==> src/rtl/key_scan_pkg.sv <==
// Shared types and helpers for the keypad scan controller.
package key_scan_pkg;

  typedef enum logic [1:0] {DRIVE, SAMPLE, COMPARE, EMIT} state_t;

  // Upper bound on ROWS*COLS handled by the priority encoder.
  localparam int MAX_KEYS = 256;

  // Width of a key index for n_keys keys.
  function automatic int code_width(input int n_keys);
    return (n_keys <= 2) ? 1 : $clog2(n_keys);
  endfunction

  // Index of the lowest set bit; 0 when the vector is empty.
  function automatic logic [7:0] lsb_index(input logic [MAX_KEYS-1:0] v);
    logic [7:0] idx;
    idx = '0;
    for (int i = MAX_KEYS - 1; i >= 0; i--)
      if (v[i]) idx = 8'(i);
    return idx;
  endfunction

endpackage

==> src/rtl/key_scan_timer.sv <==
// Loadable down-counter; done while the count sits at zero.
// Used for row settle time and, inside EMIT, for the stall timeout.
module key_scan_timer #(
  parameter int             W       = 8,
  parameter logic [W-1:0]   RST_VAL = '0
) (
  input  logic         clk,
  input  logic         rst,
  input  logic         load,
  input  logic [W-1:0] val,
  input  logic         en,
  output logic         done
);

  logic [W-1:0] cnt;

  // Load has priority; decrement saturates at zero.
  always_ff @(posedge clk or posedge rst) begin
    if (rst)                   cnt <= RST_VAL;
    else if (load)             cnt <= val;
    else if (en && cnt != '0)  cnt <= cnt - 1'b1;
  end

  assign done = (cnt == '0);

endmodule

==> src/rtl/key_scan_ctrl.sv <==
// Matrix keypad scanner with one shared stability counter for the whole
// key map. Emits one press (and optionally release) event at a time on a
// valid/ready port.
// Build option: KEY_SCAN_RELEASE_EN -- when defined, releases are emitted as
// events; otherwise releases are absorbed silently and key_release_o is 0.
module key_scan_ctrl
  import key_scan_pkg::*;
#(
  parameter  int ROWS         = 4,
  parameter  int COLS         = 4,
  parameter  int SCAN_DIV     = 1000,
  parameter  int STABLE_SCANS = 4,
  localparam int CW           = code_width(ROWS * COLS)
) (
  input  logic            clk_i,
  input  logic            rst_i,
  input  logic [COLS-1:0] col_i,
  output logic [ROWS-1:0] row_o,
  output logic [CW-1:0]   key_code_o,
  output logic            key_release_o,
  output logic            key_valid_o,
  input  logic            key_ready_i,
  output logic            overrun_o
);

  localparam int NK        = ROWS * COLS;
  localparam int RW        = (ROWS <= 2) ? 1 : $clog2(ROWS);
  localparam int SW        = $clog2(STABLE_SCANS + 1);
  localparam int STALL_LIM = 2 * ROWS * (SCAN_DIV + 1);
  localparam int TW        = $clog2(STALL_LIM + 1);

  localparam logic [TW-1:0]   DIV_LD   = TW'(SCAN_DIV - 1);
  localparam logic [TW-1:0]   STALL_LD = TW'(STALL_LIM);
  localparam logic [SW-1:0]   CNT_MAX  = SW'(STABLE_SCANS);
  localparam logic [ROWS-1:0] ROW0     = ROWS'(1);

  state_t                     state, state_nxt;
  logic [RW-1:0]              row, row_nxt;
  logic [SW-1:0]              cnt, cnt_nxt;
  logic [ROWS-1:0][COLS-1:0]  snap;
  logic [NK-1:0]              snap_flat, prev, deb, diff;
  logic [MAX_KEYS-1:0]        diff_ext;
  logic [CW-1:0]              idx;
  logic                       any_diff, slot_free, stalled, load_evt, flip;
  logic                       t_load, t_en, t_done;
  logic [TW-1:0]              t_val;

  assign snap_flat = snap;
  assign diff      = snap_flat ^ deb;
  assign any_diff  = |diff;
  assign slot_free = !key_valid_o || key_ready_i;
  assign stalled   = (state == EMIT) && key_valid_o && !key_ready_i;

  // Lowest-index key whose debounced state disagrees with the snapshot.
  always_comb begin
    diff_ext         = '0;
    diff_ext[NK-1:0] = diff;
    idx              = CW'(lsb_index(diff_ext));
  end

`ifdef KEY_SCAN_RELEASE_EN
  assign load_evt = (state == EMIT) && any_diff && slot_free;
  assign flip     = load_evt;
`else
  // Releases just flip the debounced bit; only presses need the slot.
  assign load_evt = (state == EMIT) && any_diff && !deb[idx] && slot_free;
  assign flip     = load_evt || ((state == EMIT) && any_diff && deb[idx]);
  assign key_release_o = 1'b0;
`endif

  key_scan_timer #(.W(TW), .RST_VAL(DIV_LD)) u_timer (
    .clk  (clk_i),
    .rst  (rst_i),
    .load (t_load),
    .val  (t_val),
    .en   (t_en),
    .done (t_done)
  );

  // Next-state, row, stability count and timer control.
  always_comb begin
    state_nxt = state;
    row_nxt   = row;
    cnt_nxt   = cnt;
    t_load    = 1'b0;
    t_val     = DIV_LD;
    t_en      = 1'b0;
    case (state)
      DRIVE: begin
        if (t_done) state_nxt = SAMPLE;
        else        t_en      = 1'b1;
      end
      SAMPLE: begin
        t_load = 1'b1;
        if (row == RW'(ROWS - 1)) begin
          state_nxt = COMPARE;
        end else begin
          row_nxt   = row + 1'b1;
          state_nxt = DRIVE;
        end
      end
      COMPARE: begin
        if (snap_flat == prev)
          cnt_nxt = (cnt >= CNT_MAX) ? CNT_MAX : cnt + 1'b1;
        else
          cnt_nxt = SW'(1);
        row_nxt = '0;
        t_load  = 1'b1;
        if (cnt_nxt == CNT_MAX && any_diff) begin
          state_nxt = EMIT;
          t_val     = STALL_LD;
        end else begin
          state_nxt = DRIVE;
        end
      end
      EMIT: begin
        // Hold here until the map is caught up and the last event is taken,
        // so a stalled consumer also stalls scanning.
        if (!any_diff && slot_free) begin
          state_nxt = DRIVE;
          t_load    = 1'b1;
        end else if (stalled) begin
          t_en = 1'b1;
        end else begin
          t_load = 1'b1;
          t_val  = STALL_LD;
        end
      end
      default: state_nxt = DRIVE;
    endcase
  end

  // Scan state, key maps and row drive. row_o is registered from the next
  // state, so it reads 0 during reset and the first cycle after it.
  always_ff @(posedge clk_i or posedge rst_i) begin
    if (rst_i) begin
      state <= DRIVE;
      row   <= '0;
      cnt   <= '0;
      snap  <= '0;
      prev  <= '0;
      deb   <= '0;
      row_o <= '0;
    end else begin
      state <= state_nxt;
      row   <= row_nxt;
      cnt   <= cnt_nxt;
      if (state == SAMPLE)  snap[row] <= col_i;
      if (state == COMPARE) prev      <= snap_flat;
      if (flip)             deb[idx]  <= ~deb[idx];
      row_o <= (state_nxt == DRIVE || state_nxt == SAMPLE) ? (ROW0 << row_nxt) : '0;
    end
  end

  // Event slot: a load may replace an event accepted in the same cycle.
  always_ff @(posedge clk_i or posedge rst_i) begin
    if (rst_i) begin
      key_valid_o <= 1'b0;
      key_code_o  <= '0;
      overrun_o   <= 1'b0;
    end else begin
      if (load_evt) begin
        key_valid_o <= 1'b1;
        key_code_o  <= idx;
      end else if (key_ready_i) begin
        key_valid_o <= 1'b0;
      end
      if (stalled && t_done) overrun_o <= 1'b1;
    end
  end

`ifdef KEY_SCAN_RELEASE_EN
  // Release flag is the debounced bit before the flip.
  always_ff @(posedge clk_i or posedge rst_i) begin
    if (rst_i)         key_release_o <= 1'b0;
    else if (load_evt) key_release_o <= deb[idx];
  end
`endif

endmodule

==> config.mk <==
export PLATFORM = sky130hd
export DESIGN_NAME = key_scan_ctrl
export DESIGN_NICKNAME = d
export VERILOG_FILES = /design/src/rtl/key_scan_pkg.sv /design/src/rtl/key_scan_timer.sv /design/src/rtl/key_scan_ctrl.sv
export SDC_FILE = /design/constraint.sdc
export NUM_CORES = 1
export LEC_CHECK = 0
export ABC_AREA = 1
export CORE_ASPECT_RATIO = 1.4
export CORE_MARGIN = 2
export CORE_UTILIZATION = 55
export CTS_CLUSTER_DIAMETER = 60
export DETAILED_ROUTE_END_ITERATION = 6
export PLACE_DENSITY = 0.73
export SLEW_MARGIN = 20
export SYNTH_ARGS = -nofsm -noshare
export SYNTH_HDL_FRONTEND = slang
export SYNTH_SLANG_ARGS = --single-unit
==> constraint.sdc <==
create_clock -name clk_i -period 7.32 [get_ports clk_i]
set_clock_uncertainty 0.15 [all_clocks]
set_input_delay 1.098 -clock clk_i [delete_from_list [all_inputs] [get_ports clk_i]]
set_output_delay 1.098 -clock clk_i [all_outputs]
set_load 0.005 [all_outputs]
* Word level (Yosys, flattened, before mapping) *
Index checks and enable logic that the tools add are counted.

operators by class
  $add $sub $neg = 3
  $lt $le $gt $ge = 5
  equality and inequality tests = 7
  shift operators = 1
  muxes and demuxes = 50
  bitwise operators = 2
  reduce and logical (&&, ||, !) cells = 27

operators with widths
  operator                 number
  $mux W4                  18
  $mux W13                 5
  $bwmux W16               2
  $pmux W13 S2             1
  $eq A16 B16 Y1           1
  $reduce_or A16 Y1        1
  $xor A16 B16 Y16         1
  $logic_not A13 Y1        1
  $reduce_bool A13 Y1      1
  $sub A13 B1 Y13 const B  1
  $logic_and A1 B1 Y1      12
  $mux W2                  5
  $mux W1                  9
  $mux W3                  3
  $demux W4 S2             1
  $pmux W2 S4              1
  $eq A2 B2 Y1 const B     3
  $lt A4 B5 Y1 const B     1
  $bmux W1 S4              1
  $demux W1 S4             1
  $eq A2 B1 Y1 const B     2
  $ge A4 B1 Y1 const B     1
  $logic_not A1 Y1         4
  $logic_not A2 Y1         2
  other kinds (13)         17

storage, ports and cells
  register bits = 78
  output and inout bits = 11
  logic and storage cells = 109

* Logic depth before layout (Yosys ltp) *
  word-level depth = 23
  gate-level depth with buffers = 28
  depth with buffers taken out = 27

* Cells and area by module *
A second synthesis with hierarchy kept.

unflattened totals
  cells, all modules = 619
  area, all modules = 4606.9 um2

by module, submodules not included
  module          instances  cells an instance  area an instance (um2)
  key_scan_ctrl   1          480                3654.8
  key_scan_timer  1          139                952.2

* Worst setup path before layout *
OpenSTA, ideal clock, no wires.

  path kind = input to register
  start = in key_ready_i
  end = reg u_timer.cnt[10]
  arrival time = 2.662 ns
  setup slack = 4.367 ns
  cell stages on the path = 10
  path buffers = 0
  cells stage by stage = nor2_1 -> clkinv_1 -> nor2_1 -> nor2_1 -> nor3_1 -> inv_1 -> nand2_1 -> inv_2 -> a21oi_1 -> a22oi_1

between the ends
  longest elaborated chain between the ends = 7
  elaborated cells on any way between the ends = 16

ends and longest elaborated chain
  item                          RTL line              text
  from (decl)                   key_scan_ctrl.sv:22   input logic key_ready_i,
  $logic_not A1 Y1              key_scan_ctrl.sv:52   assign stalled = (state == EMIT) && key_valid_o && !key_ready_i;
  $logic_and A1 B1 Y1           key_scan_ctrl.sv:52
  $mux W1                       key_scan_ctrl.sv:122  end else if (stalled) begin
  $mux W1                       key_scan_ctrl.sv:119  if (!any_diff && slot_free) begin
  $pmux W1 S2                   key_scan_ctrl.sv:88   case (state)
  $logic_and A1 B1 Y1           key_scan_timer.sv:21  else if (en && cnt != '0) cnt <= cnt - 1'b1;
  $reduce_bool A2 Y1 (no line)  n/a
  to (signal assigned)          key_scan_timer.sv:20  else if (load) cnt <= val;
  to (signal assigned)          key_scan_timer.sv:21
  to (decl)                     key_scan_timer.sv:15  logic [W-1:0] cnt;

Parallel ways exist; a longest one is shown, timed or not.
A chain may end at the register's enable or synchronous reset.

* Worst setup path in the final report *
  start = in key_ready_i
  end = reg u_timer.cnt[12]

Same word-level chain as after synthesis.

==> impl_metrics.env <==
export IMPL_dieArea_sq_um=8830
export IMPL_rsz0062_at_grt="no"
export IMPL_die_w_um=80.0
export IMPL_status="complete, no violations"
export IMPL_layout_common_cells="nand2_1, dfrtp_1, inv_1"
export IMPL_cts_tree="done"
export IMPL_place_congestion=0.909
export IMPL_cts_setup_buffers=0
export IMPL_drv_cap=0
export IMPL_whs_path_depth=1
export IMPL_ir_worst_vdd_uv=136
export IMPL_via_count=3814
export IMPL_slew_violations=0
export IMPL_setup_viol=0
export IMPL_io_pins=18
export IMPL_grt_usage_pct=25.5
export IMPL_tightest_slew_ns=0.802
export IMPL_numCtsBuffers=9
export IMPL_cpPeakStageDelay_ns=0.59
export IMPL_clkTransAtPathRegs_ns=0.08
export IMPL_ys_types=41
export IMPL_crit_top_cell="nor2_1"
export IMPL_crit_path_max_fanout=19
export IMPL_cts_sinks=78
export IMPL_post_cts_resize_count=0
export IMPL_drtIter0Drc=237
export IMPL_syn_inst=581
export IMPL_layout_commonest_cell="nand2_1"
export IMPL_die_h_um=110
export IMPL_hold_violations=0
export IMPL_vias_per_cell=5.43
export IMPL_dr_pass1_iters=4
export IMPL_critPathKind="in -> reg"
export IMPL_p_leak_uw=0.00237
export IMPL_layout_drive_gt1_share_pct=7.79
export IMPL_fin_nets=612
export IMPL_critPathCaptureType="flip-flop"
export IMPL_post_route_util_pct=62.7
export IMPL_drc_errors=0
export IMPL_wl_per_cell_um=14.5
export IMPL_fmax_mhz=268
export IMPL_period_share_pct=51.0
export IMPL_yosysWarningCount=0
export IMPL_antenna_found_initial=0
export IMPL_ff2ff_setup_slack_ns=4.18
export IMPL_hold_path_class="reg -> reg"
export IMPL_hpwl_mm=7.29
export IMPL_fin_crit_ns=3.73
export IMPL_hold_buffers=0
export IMPL_fillers=713
export IMPL_multi_input_area_sq_um=2140
export IMPL_worstPathArrival_ns=3.82
export IMPL_htreeDepth=3
export IMPL_grt_max_degree=79
export IMPL_worstPathCellList="clkdlybuf4s50_1 -> nor2_1 -> clkinv_1 -> nor2_1 -> nor2_1 -> nor3_1 -> inv_1 -> nand2_1 -> inv_2 -> a21oi_1 -> a22oi_1"
export IMPL_rows=38
export IMPL_insertion_delay_ns=0.37
export IMPL_required_ns=7.41
export IMPL_regArea_sq_um=1960
export IMPL_grt_first_pass_wirelength_mm=17.0
export IMPL_reg2reg_depth=17
export IMPL_syn_area_sq_um=4450
export IMPL_synth_seq_cells=78
export IMPL_cts_root_buf="clkbuf_8"
export IMPL_power_density_nw_per_um2=165
export IMPL_gr_total_overflow=0
export IMPL_max_clock_path_buffers=2
export IMPL_syn2layout_area_growth_pct=9.99
export IMPL_synthesis_nets=595
export IMPL_grt_pass1_vias=3656
export IMPL_antenna_left=0
export IMPL_io_buffer_count=16
export IMPL_cp_start_kind="primary input"
export IMPL_cpMaxStageDelayCell="clkinv_1"
export IMPL_avgSynthCellArea_sq_um=7.65
export IMPL_start_util_pct=57.0
export IMPL_seq_area_frac_synth_pct=44.1
export IMPL_setup_tns_ns=0
export IMPL_slew_headroom_pct=46.5
export IMPL_n_antenna_cell=0
export IMPL_routed_wl_mm=10.2
export IMPL_core_area_sq_um=7800
==> worst paths after layout <==
path	from	endpoint
max in group asynchronous	rst_i	u_timer.cnt[4]
setup / recovery	key_ready_i	u_timer.cnt[12]
hold / removal	overrun_o	overrun_o
min in group asynchronous	rst_i	prev[13]
setup reg to reg	snap[12]	key_code_o[2]
hold reg to reg	overrun_o	overrun_o
==> sequential cells by signal, indices dropped and copies added (netlist names) <==
signal       count
key_code_o       4
overrun_o        1
row              2
prev            16
row_o            4
snap            16
u_timer.cnt     13
cnt              3
key_valid_o      1
deb             16
state            2
==> power breakdown <==
part | internal (uW) | switching (uW)
Clock | 175 | 160
Combinational | 11.8 | 28.7
Sequential | 432 | 1.81
Total | 618 | 191
==> kinds of logic (layout without fill, tap and decap cells) <==
| family | after synthesis | after routing | share of synthesized area, % |
|---|---|---|---|
| AOI/OAI and AO/OA | 73 | 73 | 9.40 |
| DFF | 78 | 78 | 44.1 |
| xor gates and xnor gates | 29 | 29 | 6.05 |
| and+or+nand+nor | 306 | 306 | 30.5 |
| buffers and inverters | 87 | 109 | 7.85 |
| adders and majority gates | 7 | 7 | 1.97 |
| other | 1 | 1 | 0.0844 |
==> layout make-up <==
type                    instances  share of cell area (%)
clock buffers                  12                    3.17
clock inverters                 4                   0.921
inverters                      75                    5.76
multi-input cells             416                    43.8
flip-flops and latches         78                    40.1
well taps                     100                    2.56
repair buffers                 18                    3.66
==> synthesized netlist by cell type <==
cell type | instances | area [sq um]
nand2_1 | 160 | 601
dfrtp_1 | 70 | 1750
inv_1 | 64 | 240
nor2_1 | 61 | 229
o21ai_0 | 40 | 200
nand3_1 | 32 | 160
nand4_1 | 28 | 175
xnor2_1 | 22 | 193
a21oi_1 | 12 | 60.1
dfstp_2 | 8 | 210
ha_1 | 7 | 87.6
inv_2 | 7 | 26.3
clkbuf_1 | 6 | 22.5
nand3b_1 | 6 | 45.0
a22oi_1 | 5 | 37.5
o21ai_1 | 5 | 25.0
xor2_1 | 5 | 43.8
clkinv_1 | 4 | 15.0
buf_2 | 3 | 15.0
nand2_4 | 3 | 33.8
nor3_1 | 3 | 15.0
nor4_1 | 3 | 18.8
a21o_1 | 2 | 15.0
buf_6 | 2 | 22.5
nand3_2 | 2 | 20.0
o2111a_1 | 2 | 22.5
o211ai_1 | 2 | 15.0
o22ai_1 | 2 | 12.5
or2_2 | 2 | 12.5
xnor2_2 | 2 | 32.5
a31oi_1 | 1 | 6.26
and2_1 | 1 | 6.26
and3b_1 | 1 | 8.76
buf_4 | 1 | 7.51
conb_1 | 1 | 3.75
nand2_2 | 1 | 6.26
nand4_2 | 1 | 12.5
nor2_2 | 1 | 6.26
o21ai_4 | 1 | 16.3
o21bai_1 | 1 | 7.51
or2_1 | 1 | 6.26
==> metal layers <==
layer | vias up | wire (um) | GRT usage, % | share of wire [%]
met4 | 0 | 401 | 14.0 | 3.9
li1 | 1910 | - | - | -
met5 | - | 0 | 0 | 0
met3 | 28 | 309 | 4.15 | 3.0
met2 | 77 | 5320 | 44.1 | 52
met1 | 1799 | 4170 | 30.1 | 41
==> through the flow <==
stage                     power [uW]  area (sq um)  instances  hold WS (ns)  setup WS (ns)
final                            809          4890        703         0.326           3.59
after global routing             836          4890        703         0.357           3.35
after CTS                        815          4880        703         0.335           3.62
after detailed placement         483          4680        687         0.319           3.24
after global placement           482          4680        687         0.316           3.36
after floorplan                  472          4450        581         0.301           4.09
==> worst max-delay path, delay by kind of cell <==
kind	cells	cell delay (ns)
AOI/OAI and AO/OA	2	0.40
buffers and inverters	4	1.21
and+or+nand+nor	5	1.11
Note: power is estimated with default switching activity, not from simulation.
